## src/rtl/mem_port_arbiter_if.sv

```systemverilog
// Bundles the two requester ports and the memory-side port of the memory port arbiter.
// The slave modport is the arbiter's view; master is the environment (requesters and memory).
interface mem_port_arbiter_if #(
  parameter int ADDR_W = 16,
  parameter int DATA_W = 8
);
  logic              req0;
  logic              req1;
  logic              wr0;
  logic              wr1;
  logic [ADDR_W-1:0] addr0;
  logic [ADDR_W-1:0] addr1;
  logic [DATA_W-1:0] wdata0;
  logic [DATA_W-1:0] wdata1;
  logic              gnt0;
  logic              gnt1;
  logic [DATA_W-1:0] rdata0;
  logic [DATA_W-1:0] rdata1;
  logic              rvalid0;
  logic              rvalid1;
  logic              mem_cs;
  logic              mem_wr;
  logic [ADDR_W-1:0] mem_addr;
  logic [DATA_W-1:0] mem_wdata;
  logic [DATA_W-1:0] mem_rdata;
  logic              owner;
  logic              busy;

  modport slave (
    input  req0, req1, wr0, wr1, addr0, addr1, wdata0, wdata1, mem_rdata,
    output gnt0, gnt1, rdata0, rdata1, rvalid0, rvalid1,
    output mem_cs, mem_wr, mem_addr, mem_wdata, owner, busy
  );

  modport master (
    output req0, req1, wr0, wr1, addr0, addr1, wdata0, wdata1, mem_rdata,
    input  gnt0, gnt1, rdata0, rdata1, rvalid0, rvalid1,
    input  mem_cs, mem_wr, mem_addr, mem_wdata, owner, busy
  );
endinterface

```

## src/rtl/mem_port_arbiter.sv

```systemverilog
// Round-robin arbiter for one memory port: combinational grant, read data one cycle after the beat.
// Requesters stall by holding req until gnt; an owner keeps the port at most MAX_BURST beats under contention.
module mem_port_arbiter #(
  parameter int ADDR_W    = 16,
  parameter int DATA_W    = 8,
  parameter int MAX_BURST = 4
) (
  input  logic              clk,
  input  logic              rst_n,
  mem_port_arbiter_if.slave bus
);

  localparam int               CNT_W    = $clog2(MAX_BURST + 1);
  localparam logic [CNT_W-1:0] CNT_LAST = CNT_W'(MAX_BURST - 1);

  localparam logic [1:0] IDLE = 2'd0;
  localparam logic [1:0] OWN0 = 2'd1;
  localparam logic [1:0] OWN1 = 2'd2;

  typedef struct packed {
    logic              wr;
    logic [ADDR_W-1:0] addr;
    logic [DATA_W-1:0] wdata;
  } beat_t;

  logic [1:0]        state;
  logic [1:0]        state_nxt;
  logic              last;
  logic              owner_q;
  logic [CNT_W-1:0]  cnt;
  logic              gnt0;
  logic              gnt1;
  logic              beat;
  logic              last_beat;
  beat_t             req_b0;
  beat_t             req_b1;
  beat_t             sel_b;
  logic [ADDR_W-1:0] hold_addr;
  logic [DATA_W-1:0] hold_wdata;
  logic [DATA_W-1:0] rdata0_q;
  logic [DATA_W-1:0] rdata1_q;
  logic              rvalid0_q;
  logic              rvalid1_q;

  assign req_b0 = {bus.wr0, bus.addr0, bus.wdata0};
  assign req_b1 = {bus.wr1, bus.addr1, bus.wdata1};
  assign sel_b  = owner_q ? req_b1 : req_b0;

  assign gnt0      = (state == OWN0) & bus.req0;
  assign gnt1      = (state == OWN1) & bus.req1;
  assign beat      = gnt0 | gnt1;
  assign last_beat = (cnt == CNT_LAST);

  always_comb begin
    state_nxt = state;
    case (state)
      IDLE: begin
        if (bus.req0 && bus.req1) state_nxt = last ? OWN0 : OWN1;
        else if (bus.req0)        state_nxt = OWN0;
        else if (bus.req1)        state_nxt = OWN1;
      end
      OWN0: begin
        if (!bus.req0)                  state_nxt = bus.req1 ? OWN1 : IDLE;
        else if (bus.req1 && last_beat) state_nxt = OWN1;
      end
      OWN1: begin
        if (!bus.req1)                  state_nxt = bus.req0 ? OWN0 : IDLE;
        else if (bus.req0 && last_beat) state_nxt = OWN0;
      end
      default: state_nxt = IDLE;
    endcase
  end

  // last starts at 1 so that port 0 wins the first contention after reset.
  always_ff @(posedge clk or negedge rst_n) begin
    if (!rst_n) begin
      state   <= IDLE;
      last    <= 1'b1;
      owner_q <= 1'b0;
      cnt     <= '0;
    end else begin
      state <= state_nxt;
      if (state_nxt != state) begin
        cnt <= '0;
        if (state_nxt != IDLE) begin
          last    <= (state_nxt == OWN1);
          owner_q <= (state_nxt == OWN1);
        end
      end else if (beat && !last_beat) begin
        cnt <= cnt + CNT_W'(1);
      end
    end
  end

  // Memory address/data keep the last beat's values while no one is granted.
  always_ff @(posedge clk or negedge rst_n) begin
    if (!rst_n) begin
      hold_addr  <= '0;
      hold_wdata <= '0;
    end else if (beat) begin
      hold_addr  <= sel_b.addr;
      hold_wdata <= sel_b.wdata;
    end
  end

  always_ff @(posedge clk or negedge rst_n) begin
    if (!rst_n) begin
      rdata0_q  <= '0;
      rdata1_q  <= '0;
      rvalid0_q <= 1'b0;
      rvalid1_q <= 1'b0;
    end else begin
      rvalid0_q <= gnt0 & ~bus.wr0;
      rvalid1_q <= gnt1 & ~bus.wr1;
      if (gnt0 && !bus.wr0) rdata0_q <= bus.mem_rdata;
      if (gnt1 && !bus.wr1) rdata1_q <= bus.mem_rdata;
    end
  end

  assign bus.gnt0      = gnt0;
  assign bus.gnt1      = gnt1;
  assign bus.rdata0    = rdata0_q;
  assign bus.rdata1    = rdata1_q;
  assign bus.rvalid0   = rvalid0_q;
  assign bus.rvalid1   = rvalid1_q;
  assign bus.mem_cs    = ~beat;
  assign bus.mem_wr    = beat & sel_b.wr;
  assign bus.mem_addr  = beat ? sel_b.addr  : hold_addr;
  assign bus.mem_wdata = beat ? sel_b.wdata : hold_wdata;
  assign bus.owner     = owner_q;
  assign bus.busy      = (state != IDLE);

endmodule

```

## src/flat_wrapper.sv

```systemverilog
// flat-port wrapper written by rule: the top's interface ports become plain ports
module mem_port_arbiter_flat 
#(
  parameter int ADDR_W    = 16,
  parameter int DATA_W    = 8,
  parameter int MAX_BURST = 4
)
  (clk, rst_n, bus_req0, bus_req1, bus_wr0, bus_wr1, bus_addr0, bus_addr1, bus_wdata0, bus_wdata1, bus_mem_rdata, bus_gnt0, bus_gnt1, bus_rdata0, bus_rdata1, bus_rvalid0, bus_rvalid1, bus_mem_cs, bus_mem_wr, bus_mem_addr, bus_mem_wdata, bus_owner, bus_busy);
  mem_port_arbiter_if #(.ADDR_W(ADDR_W), .DATA_W(DATA_W)) bus_i ();
  input  logic clk;
  input  logic rst_n;
  input wire logic [$bits(bus_i.req0)-1:0] bus_req0;
  input wire logic [$bits(bus_i.req1)-1:0] bus_req1;
  input wire logic [$bits(bus_i.wr0)-1:0] bus_wr0;
  input wire logic [$bits(bus_i.wr1)-1:0] bus_wr1;
  input wire logic [$bits(bus_i.addr0)-1:0] bus_addr0;
  input wire logic [$bits(bus_i.addr1)-1:0] bus_addr1;
  input wire logic [$bits(bus_i.wdata0)-1:0] bus_wdata0;
  input wire logic [$bits(bus_i.wdata1)-1:0] bus_wdata1;
  input wire logic [$bits(bus_i.mem_rdata)-1:0] bus_mem_rdata;
  output wire logic [$bits(bus_i.gnt0)-1:0] bus_gnt0;
  output wire logic [$bits(bus_i.gnt1)-1:0] bus_gnt1;
  output wire logic [$bits(bus_i.rdata0)-1:0] bus_rdata0;
  output wire logic [$bits(bus_i.rdata1)-1:0] bus_rdata1;
  output wire logic [$bits(bus_i.rvalid0)-1:0] bus_rvalid0;
  output wire logic [$bits(bus_i.rvalid1)-1:0] bus_rvalid1;
  output wire logic [$bits(bus_i.mem_cs)-1:0] bus_mem_cs;
  output wire logic [$bits(bus_i.mem_wr)-1:0] bus_mem_wr;
  output wire logic [$bits(bus_i.mem_addr)-1:0] bus_mem_addr;
  output wire logic [$bits(bus_i.mem_wdata)-1:0] bus_mem_wdata;
  output wire logic [$bits(bus_i.owner)-1:0] bus_owner;
  output wire logic [$bits(bus_i.busy)-1:0] bus_busy;
  assign bus_i.req0 = bus_req0;
  assign bus_i.req1 = bus_req1;
  assign bus_i.wr0 = bus_wr0;
  assign bus_i.wr1 = bus_wr1;
  assign bus_i.addr0 = bus_addr0;
  assign bus_i.addr1 = bus_addr1;
  assign bus_i.wdata0 = bus_wdata0;
  assign bus_i.wdata1 = bus_wdata1;
  assign bus_i.mem_rdata = bus_mem_rdata;
  assign bus_gnt0 = bus_i.gnt0;
  assign bus_gnt1 = bus_i.gnt1;
  assign bus_rdata0 = bus_i.rdata0;
  assign bus_rdata1 = bus_i.rdata1;
  assign bus_rvalid0 = bus_i.rvalid0;
  assign bus_rvalid1 = bus_i.rvalid1;
  assign bus_mem_cs = bus_i.mem_cs;
  assign bus_mem_wr = bus_i.mem_wr;
  assign bus_mem_addr = bus_i.mem_addr;
  assign bus_mem_wdata = bus_i.mem_wdata;
  assign bus_owner = bus_i.owner;
  assign bus_busy = bus_i.busy;
  mem_port_arbiter #(.ADDR_W(ADDR_W), .DATA_W(DATA_W), .MAX_BURST(MAX_BURST)) u_core (.clk(clk), .rst_n(rst_n), .bus(bus_i));
endmodule
```

## config.mk

```make
export PLATFORM = sky130hd
export DESIGN_NAME = mem_port_arbiter_flat
export DESIGN_NICKNAME = d
export VERILOG_FILES = /design/src/rtl/mem_port_arbiter_if.sv /design/src/rtl/mem_port_arbiter.sv /design/src/flat_wrapper.sv
export SDC_FILE = /design/constraint.sdc
export NUM_CORES = 1
export LEC_CHECK = 0
export CELL_PAD_IN_SITES_DETAIL_PLACEMENT = 1
export CELL_PAD_IN_SITES_GLOBAL_PLACEMENT = 1
export CORE_AREA = 2 2 94 96
export CTS_CLUSTER_SIZE = 12
export DETAILED_ROUTE_END_ITERATION = 10
export DIE_AREA = 0 0 96 98
export PLACE_DENSITY_LB_ADDON = 0.2
export SLEW_MARGIN = 20
export SYNTH_ARGS = -nofsm -noshare
export SYNTH_HDL_FRONTEND = slang
export SYNTH_SLANG_ARGS = --single-unit
```

## constraint.sdc

```tcl
create_clock -name clk -period 3.1 [get_ports clk]
set_input_delay 0.31 -clock clk [delete_from_list [all_inputs] [get_ports clk]]
set_output_delay 0.31 -clock clk [all_outputs]
set_load 0.01 [all_outputs]
```

==> results.sh <==
export IMPL_status="complete, but fails checks"
export IMPL_violations="negative hold slack"
export IMPL_gp_congestion=0.762
export IMPL_nNetsFinal=366
export IMPL_die_height_um=98
export IMPL_synth_top_area_share_pct=48.7
export IMPL_hold_slack_ns=-0.0146
export IMPL_yosysSeqAreaShare_pct=49.8
export IMPL_cts_root_buf="clkbuf_8"
export IMPL_crit_fanout=26
export IMPL_cts_hold_buf=0
export IMPL_p_total_mw=3.17
export IMPL_register_area_um2=1230
export IMPL_cts_setup_buffers=0
export IMPL_crit_family="simple AND/OR/NAND/NOR gates"
export IMPL_grtUsageTotal_pct=14.4
export IMPL_cts_tree="built"
export IMPL_grt_start_max_net_pins=27
export IMPL_cts_made_buffers=5
export IMPL_async_reset_ff_share_pct=100
export IMPL_ant_nets=0
export IMPL_syn_inst=194
export IMPL_synthFlopType="dfrtp_1"
export IMPL_clock_latency_ns=0.30
export IMPL_clk_pin_slew_worst_paths_ns=0.10
export IMPL_yosysMostFrequentCell="dfrtp_1"
export IMPL_io_buffers=109
export IMPL_holdCritPathClass="in -> async"
export IMPL_cp_arrival_ns=2.32
export IMPL_synth_cell_types=32
export IMPL_crit_required_ns=2.79
export IMPL_synthTopCellsByArea="dfrtp_1, mux2i_1, mux2_4"
export IMPL_avgViaCountPerCell=4.65
export IMPL_top_usage_layer="met2"
export IMPL_synth_edf_count=0
export IMPL_ys_ff_latch=49
export IMPL_crit_path_start_kind="flop"
export IMPL_rsz0062_at_grt="no"
export IMPL_synth_area_leader_cell="dfrtp_1"
export IMPL_dp_hpwl_mm=4.76
export IMPL_drive_gt1_share_pct=18.8
export IMPL_clockBufferDepth=2
export IMPL_via_count=1910
export IMPL_crit_path_end_kind="output port"
export IMPL_grtUsageMet3_pct=4.09
export IMPL_maxCapViolations=0
export IMPL_crit_type="reg -> out"
export IMPL_die_w_um=96
export IMPL_slowest_stage="dfrtp_1"
export IMPL_multiInputGateArea_um2=1110
export IMPL_path_cells="nand3b_4 -> inv_4 -> nor2_8 -> o21ai_1 -> clkdlybuf4s50_1"
export IMPL_hold_violations=16
export IMPL_clock_sinks=49
export IMPL_yosysWarningCount=0
export IMPL_fin_setup_tns_ns=0
export IMPL_tightest_slew_ns=0.568
export IMPL_core_area_um2=8470
export IMPL_first_iter_violations=32
export IMPL_slew_viol_final=0
export IMPL_ios=110
export IMPL_synthTopCellsByCount="dfrtp_1, mux2i_1, nand3_1"
export IMPL_grt_pass1_wl_mm=10.5
export IMPL_start_util_pct=29.1
export IMPL_synth_fp_nets=258
export IMPL_vdd_drop_max_mv=0.288
export IMPL_post_route_drc_count=0
export IMPL_syn_to_final_growth_pct=51.9
export IMPL_post_cts_resized=0
export IMPL_grt_antenna_before_repair=0
export IMPL_max_slew_margin_pct=62.2
export IMPL_grtUsageMet1_pct=18.5
export IMPL_cp_num_buf_inv=2
export IMPL_finalCritPeriodShare_pct=84.7
export IMPL_htreeDepth=2
export IMPL_avgSynthCellArea_um2=12.7
export IMPL_synth_area_um2=2470
export IMPL_finalWirelength_mm=6.59
export IMPL_maxClockFrequency_ghz=0.381
export IMPL_rows=34
export IMPL_fillerInstances=918
export IMPL_p_per_area_nw_per_um2=845
export IMPL_grtUsageMet2_pct=24.0
export IMPL_dr_pass1_iters=2
export IMPL_p_leak_nw=1.64
export IMPL_clock_skew_ns=0.0105
export IMPL_finalSetupViolCount=0
export IMPL_cpPeakStageDelay_ns=0.56
export IMPL_antenna_cells=0
export IMPL_dieArea_um2=9410
export IMPL_post_drt_wl_per_cell_um=16.0
export IMPL_grt_pass1_vias=2087
export IMPL_grt_ovfl_total=0
export IMPL_period_needed_ns=2.63
layer usage:
layer | wire, um | up-vias
li1 | - | 914
met1 | 2860 | 924
met2 | 3190 | 70
met3 | 490 | 2
met4 | 42 | 0
met5 | 0 | -
where the power goes:
part,internal [mW],switching [mW]
logic,0.939,0.712
clock network,0.242,0.222
registers,0.919,0.132
area by class of cell:
cell class / instances / share of cell area [%]
sequential: 49 / 32.8
multi-input combinational: 125 / 29.7
clock inverter: 3 / 1.24
timing repair buffer: 113 / 29.8
clock buffer: 5 / 1.84
inverter: 8 / 1.00
tap: 108 / 3.61
cell usage in the layout (no fill, tap or decap):
| master | count |
|---|---|
| nor2_1 | 3 |
| dfrtp_1 | 48 |
| a21boi_1 | 2 |
| nor2_8 | 3 |
| nand2_1 | 3 |
| buf_4 | 4 |
| buf_2 | 1 |
| mux2_4 | 16 |
| dfstp_2 | 1 |
| nand3_1 | 24 |
| inv_6 | 1 |
| bufinv_16 | 1 |
| inv_4 | 1 |
| a221oi_2 | 1 |
| nor2b_1 | 2 |
| mux2i_1 | 26 |
| o21ai_2 | 18 |
| o32ai_1 | 2 |
| clkinvlp_4 | 1 |
| o21ai_1 | 6 |
| nand3b_4 | 2 |
| o311a_1 | 1 |
| o22ai_1 | 3 |
| ha_1 | 2 |
| nand2b_1 | 4 |
| clkdlybuf4s50_1 | 108 |
| clkbuf_8 | 5 |
| nor3_1 | 1 |
| and2_1 | 1 |
| o21ai_0 | 1 |
| inv_1 | 6 |
| or2_2 | 1 |
| a21o_1 | 1 |
| nor3b_1 | 1 |
| nor4_1 | 1 |
| clkinv_4 | 1 |
state kept, by name, indices dropped and copies added (netlist names):
signal,count
u_core.hold_addr,16
u_core.bus.owner,1
u_core.cnt,3
u_core.bus.rvalid0,1
u_core.hold_wdata,8
u_core.bus.rvalid1,1
u_core.bus.rdata0,8
u_core.last,1
u_core.bus.rdata1,8
u_core.state,2
stage by stage:
stage          hold slack [ns]  instance area, um2  util (%)  setup slack, ns  std cells
3_5_place_dp             0.344                3630      42.9            0.496        403
2_1_floorplan           0.0144                2470         -             1.54        194
5_1_grt                0.00894                3740      44.2            0.272        411
3_3_place_gp             0.341                3630      42.9            0.543        403
6_report               -0.0146                3740      44.2            0.473        411
4_1_cts                0.00910                3740      44.2            0.425        411
cell families after synthesis:
kind of cell | after synthesis | synth area share (%)
compound gates | 35 | 11.2
fa+ha+maj | 2 | 1.01
buf+inv | 20 | 5.07
flops | 49 | 49.8
mux | 42 | 20.3
simple gates | 46 | 12.6
final timing paths:
check                                 from                   end  slack, ns  cells after the start
max                        u_core.state[0]      bus_mem_wdata[1]       0.47                      5
min                                  rst_n  u_core.bus.rdata1[1]      -0.01                      1
max reg2reg                u_core.state[0]  u_core.bus.rdata1[4]       1.39                      4
min reg2reg                  u_core.cnt[0]         u_core.cnt[0]       0.49                      1
max in group asynchronous            rst_n  u_core.bus.rdata1[4]       2.33                      2
min in group clk             u_core.cnt[0]         u_core.cnt[0]       0.49                      1
Power figures use the tool's default switching activity.
